$ cat src/rtl/mem_arb_pkg.sv
// Shared types and constants for the two-master memory arbiter.
package mem_arb_pkg;

  typedef enum logic [1:0] {
    IDLE = 2'd0,
    BUSY = 2'd1,
    DONE = 2'd2
  } arb_state_e;

  localparam logic [31:0] ERR_DATA_DEFAULT = 32'hDEADBEEF;

  // Watchdog counter width able to hold TIMEOUT-1, never narrower than 8 bits.
  function automatic int WDOG_W(input int timeout);
    int w;
    w = $clog2(timeout + 1);
    return (w < 8) ? 8 : w;
  endfunction

endpackage

$ cat src/rtl/mem_arb_wdog.sv
// Busy-cycle watchdog: cleared while idle, counts stalled cycles, flags the last allowed one.
module mem_arb_wdog
  import mem_arb_pkg::*;
#(
  parameter int TIMEOUT = 255
) (
  input  logic clk,
  input  logic rst,
  input  logic clr,
  input  logic en,
  output logic expired
);

  localparam int W = WDOG_W(TIMEOUT);
  localparam logic [W-1:0] LIMIT = (TIMEOUT == 0) ? {W{1'b0}} : W'(TIMEOUT - 1);
  localparam logic [W-1:0] ONE   = W'(1);

  logic [W-1:0] count_r;

  // Stall counter; restarts on every new grant.
  always_ff @(posedge clk or negedge rst) begin
    if (!rst) begin
      count_r <= {W{1'b0}};
    end else if (clr) begin
      count_r <= {W{1'b0}};
    end else if (en) begin
      count_r <= count_r + ONE;
    end else begin
      count_r <= count_r;
    end
  end

  assign expired = (TIMEOUT != 0) && (count_r == LIMIT);

endmodule

$ cat src/rtl/mem_arbiter.sv
// Two-master round-robin arbiter sharing one slave port, with a transaction watchdog.
module mem_arbiter
  import mem_arb_pkg::*;
#(
  parameter int          TIMEOUT  = 255,
  parameter logic [31:0] ERR_DATA = ERR_DATA_DEFAULT
) (
  input  logic        clk,
  input  logic        rst,
  input  logic        m0_valid,
  output logic        m0_ready,
  input  logic [31:0] m0_addr,
  output logic [31:0] m0_rdata,
  input  logic [31:0] m0_wdata,
  input  logic [3:0]  m0_wstrb,
  input  logic        m1_valid,
  output logic        m1_ready,
  input  logic [31:0] m1_addr,
  output logic [31:0] m1_rdata,
  input  logic [31:0] m1_wdata,
  input  logic [3:0]  m1_wstrb,
  output logic        s_valid,
  input  logic        s_ready,
  output logic [31:0] s_addr,
  output logic [31:0] s_wdata,
  output logic [3:0]  s_wstrb,
  input  logic [31:0] s_rdata,
  output logic        timeout_err,
  output logic [31:0] err_addr
);

  arb_state_e  state_r;
  logic        grant_r;
  logic        last_r;
  logic [31:0] err_addr_r;

  logic        busy_s;
  logic        expired_s;
  logic        abort_s;
  logic        finish_s;
  logic        pick_s;
  logic [31:0] resp_s;

  assign busy_s   = (state_r == BUSY);
  assign abort_s  = busy_s && !s_ready && expired_s;
  assign finish_s = busy_s && (s_ready || abort_s);
  // On a tie the master that did not win last time gets the port.
  assign pick_s   = (m0_valid && m1_valid) ? ~last_r : m1_valid;
  assign resp_s   = abort_s ? ERR_DATA : s_rdata;

  mem_arb_wdog #(
    .TIMEOUT (TIMEOUT)
  ) u_wdog (
    .clk     (clk),
    .rst     (rst),
    .clr     (state_r == IDLE),
    .en      (busy_s && !s_ready),
    .expired (expired_s)
  );

  // Arbitration FSM: grant in IDLE, hold through BUSY, one dead DONE cycle.
  always_ff @(posedge clk or negedge rst) begin
    if (!rst) begin
      state_r    <= IDLE;
      grant_r    <= 1'b0;
      last_r     <= 1'b1;
      err_addr_r <= 32'd0;
    end else begin
      case (state_r)
        IDLE: begin
          if (m0_valid || m1_valid) begin
            grant_r <= pick_s;
            last_r  <= pick_s;
            state_r <= BUSY;
          end
        end
        BUSY: begin
          if (s_ready) begin
            state_r <= DONE;
          end else if (abort_s) begin
            err_addr_r <= s_addr;
            state_r    <= DONE;
          end
        end
        DONE:    state_r <= IDLE;
        default: state_r <= IDLE;
      endcase
    end
  end

  assign s_valid  = busy_s;
  assign s_addr   = !busy_s ? 32'd0 : (grant_r ? m1_addr  : m0_addr);
  assign s_wdata  = !busy_s ? 32'd0 : (grant_r ? m1_wdata : m0_wdata);
  assign s_wstrb  = !busy_s ? 4'd0  : (grant_r ? m1_wstrb : m0_wstrb);

  assign m0_ready = finish_s && !grant_r;
  assign m1_ready = finish_s && grant_r;
  assign m0_rdata = (busy_s && !grant_r) ? resp_s : 32'd0;
  assign m1_rdata = (busy_s && grant_r)  ? resp_s : 32'd0;

  assign timeout_err = abort_s;
  assign err_addr    = err_addr_r;

endmodule

$ cat config.mk
export PLATFORM = sky130hd
export DESIGN_NAME = mem_arbiter
export DESIGN_NICKNAME = d
export VERILOG_FILES = /design/src/rtl/mem_arb_pkg.sv /design/src/rtl/mem_arb_wdog.sv /design/src/rtl/mem_arbiter.sv
export SDC_FILE = /design/constraint.sdc
export NUM_CORES = 1
export LEC_CHECK = 0
export BUFFER_PORTS_ARGS = -buffer_cell sky130_fd_sc_hd__buf_2
export CORE_AREA = 4 4 129 131
export CTS_BUF_LIST = sky130_fd_sc_hd__clkbuf_8 sky130_fd_sc_hd__clkbuf_16
export CTS_CLUSTER_SIZE = 30
export DETAILED_ROUTE_END_ITERATION = 16
export DIE_AREA = 0 0 133 135
export MAX_ROUTING_LAYER = met4
export PLACE_DENSITY = 0.53
export SLEW_MARGIN = 20
export SYNTH_ARGS = -nofsm -noshare
export SYNTH_HDL_FRONTEND = slang
export SYNTH_HIERARCHICAL = 1
export SYNTH_SLANG_ARGS = --single-unit
$ cat constraint.sdc
create_clock -name clk -period 2 [get_ports clk]
set_clock_uncertainty 0.15 [all_clocks]
set_input_delay 0.1 -clock clk [delete_from_list [all_inputs] [get_ports clk]]
set_output_delay 0.1 -clock clk [all_outputs]
set_load 0.05 [all_outputs]
==> impl_metrics.ini <==
[drt]
drcViolationCount = 0
drt-total-wl_um = 16660
wl_per_cell_um = 15.85
detail-route-antenna-nets = 0
drtIter0Drc = 118
firstDrtPassIters = 4
vias = 4484
viasPerCell = 4.266

[placement]
dpl_cell_area_um2 = 6043
dp_hpwl_um = 11670
dp_cells = 973
port_buffers = 340
place_congestion = 0.7475

[synth]
synth_top_family_by_area = multiplexers
synth_cell_types = 33
synth_xor_area_frac = 0.009645
muxShareOfSynthArea = 0.2756
ys_warn_count = 6
ys_seq_elements = 44
syn_area_um2 = 3632
seq_area_frac_synth = 0.3035
synthAdderAreaFrac = 0.006889
syn-num-nets = 602
synth_compound_area_frac = 0.1082
yosys.area_share.simple = 0.1671
syn-instance-count = 427
synth.avg_cell_area_um2 = 8.506

[finish]
stdcell_count = 1051
layout_common_cells = buf_2, buf_4, mux2i_1
layout_commonest_cell = buf_2
layout-drive-gt1-share = 0.5959
fillers = 1477
fin_nets = 1008
final_area_um2 = 7576
areaGrowthSynthToFinish_pct = 108.6

[floorplan]
die_x_um = 133
die_h_um = 135
io_pins = 341
die-area_um2 = 17960
start_util = 0.2329
row_count = 46
core_area_um2 = 15600

[global_routing]
grt_pass1_wl_um = 24460
grt_pass1_vias = 4506
grt_max_degree = 69
antenna_found_initial = 1
grt_usage = 0.1738
overflow = 0

[outcome]
outcome = finished with violations
violations = hold timing, setup timing

[timing]
slew_violations = 0
finalSetupViolCount = 82
worst_pin_slew_ns = 0.5521
fin_crit_sh = 1.095
fmax_mhz = 456.4
whs_ns = -0.01671
rsz0062_at_grt = yes
min_period_ns = 2.191
setup_slack_ns = -0.1909
setup_tns_ns = -9.817
finalHoldViolations = 6
slew_headroom = 0.6319

[worst_hold_path]
min_to = state_r[0]$_DFFE_PN0P_
hp-start = s_ready
hp-class = in2reg
holdPathStages = 3

[worst_setup_path]
cpPeakStageDelay_ns = 0.39
cp-startpoint = u_wdog/count_r[1]$_DFFE_PN0P_
cp_common_cell = buf_12
arrival_ns = 1.94
slowest_stage = dfrtp_1
setup.worst_path.start_class = flip-flop
end_kind = primary output
timing.rr.start = u_wdog/count_r[0]$_DFFE_PN0P_
ff2ff_setup_slack_ns = -0.10
critPathKind = reg2out
path_cells = ha_2 > nand3_2 > nor2_4 > nand4bb_4 > buf_4 > clkinv_4 > buf_12 > buf_12 > buf_12 > nor3_4 > buf_6
rr_endpoint = err_addr[22]$_DFFE_PN0P_
cp_max_fo = 4
crit_required_ns = 1.75
reg2reg_depth = 12

[clocking]
clkTransAtPathRegs_ns = 0.07
cts_root_buffer = clkbuf_16
numCtsBuffers = 5
cts_sinks = 44
clk_latency_ns = 0.29
clk_path_buf_depth = 2
htree_levels = 2
cts_tree = done

[pwr]
p_total_mw = 8.854
ir_worst_vdd_mv = 0.7296
p_per_area_nw_per_um2 = 1169
leakage_nw = 3.895

[run]
cap_violations = 0
## what timing repair did
action                                  in CTS  in global routing
setup buffers                               11                 11
gates resized for setup                    126                 36
hold endpoints to repair                    40                  0
hold buffers                                37                  0
endpoints found under the setup margin      99                111
cloned                                       7                  4
pin swaps                                   11                  4
## kinds of logic after synthesis
family	count (synthesis)
xor+xnor	4
simple gates	116
flops	44
buf+inv	103
fa+ha+maj	2
mux	100
compound gates	58
## worst max path at each step
stage	endpoint	slack (ns)	depth (start not counted)
final	m1_rdata[17]	-0.19	11
after global routing	m1_rdata[29]	-0.28	12
after CTS	m1_rdata[0]	-0.22	8
after detailed placement	err_addr[22]$_DFFE_PN0P_	0.02	9
after global placement	m0_rdata[26]	0.05	8
after floorplan	m1_rdata[0]	-0.28	7
## area by class of cell
type                       instances  area [µm²]  area share
antenna                            1       2.502   0.0003303
clock buffer                       5       125.1     0.01652
clock inverter                     3       46.29    0.006111
inverter                          67       256.5     0.03386
multi-input combinational        280        2505      0.3306
sequential                        44        1106      0.1460
tap                              216       270.3     0.03567
timing repair buffer             435        3264      0.4309
## stage by stage
| stage | util | setup slack (ns) | hold WS [ns] |
|---|---|---|---|
| floorplan | - | -0.2788 | -0.3456 |
| detailed placement | 0.3875 | 0.01781 | -0.02749 |
| finish | 0.4857 | -0.1909 | -0.01671 |
| CTS | 0.4677 | -0.2172 | -0.02208 |
| global route | 0.4857 | -0.2848 | 0.007575 |
| global placement | 0.3875 | 0.05225 | -0.03874 |
## Yosys cell counts
library cell,count,area (µm²)
a32o_1,1,10.01
nand3_1,3,15.01
buf_2,24,120.1
ha_1,2,25.02
nor3_1,6,30.03
nor3b_1,1,7.510
nand2b_1,1,6.260
nor3_2,13,130.1
nor2_1,78,292.8
dfrtp_1,43,1076
nor4b_1,1,8.760
buf_4,4,30.03
a21oi_1,27,135.1
nand4bb_4,1,27.53
nand3b_1,1,7.510
dfstp_2,1,26.28
or3b_1,2,17.52
inv_1,65,244.0
or3_1,3,18.77
nand4_1,2,12.51
inv_2,2,7.510
xor2_1,3,26.28
o21a_1,1,7.510
o21ai_0,3,15.01
xnor2_1,1,8.760
a21o_1,1,7.510
nand4_4,1,21.27
a21oi_2,24,210.2
nand2_1,3,11.26
mux2i_1,100,1001
buf_6,5,56.30
clkbuf_1,3,11.26
a211oi_1,1,7.510
## flip-flops by register name (all words and copies together) (netlist names)
name / cells
err_addr: 32
last_r: 1
grant_r: 1
u_wdog/count_r: 8
state_r: 2
## power by group
part / total (mW) / leakage (nW) / switching (mW) / internal, mW
logic: 6.89 / 3.38 / 4.36 / 2.53
registers: 0.997 / 0.436 / 0.0441 / 0.953
clock network: 0.965 / 0.0804 / 0.371 / 0.594
## per-layer routing
metal / up-vias / share of wire / GRT usage / wire length, µm
met2: 201 / 0.52 / 0.3084 / 8677
li1: 2218 / - / - / -
met3: 20 / 0.066 / 0.03689 / 1102
met1: 2045 / 0.40 / 0.2014 / 6641
met5: - / 0 / - / 0
met4: 0 / 0.014 / 0.04157 / 235
## critical path, delay by kind of cell, from the launching register on
kind                       cells  cell delay, ns
buffers and inverters          6            0.74
DFF                            1            0.39
adders and majority gates      1            0.17
and+or+nand+nor                4            0.36
Power figures use the tool's default switching activity.
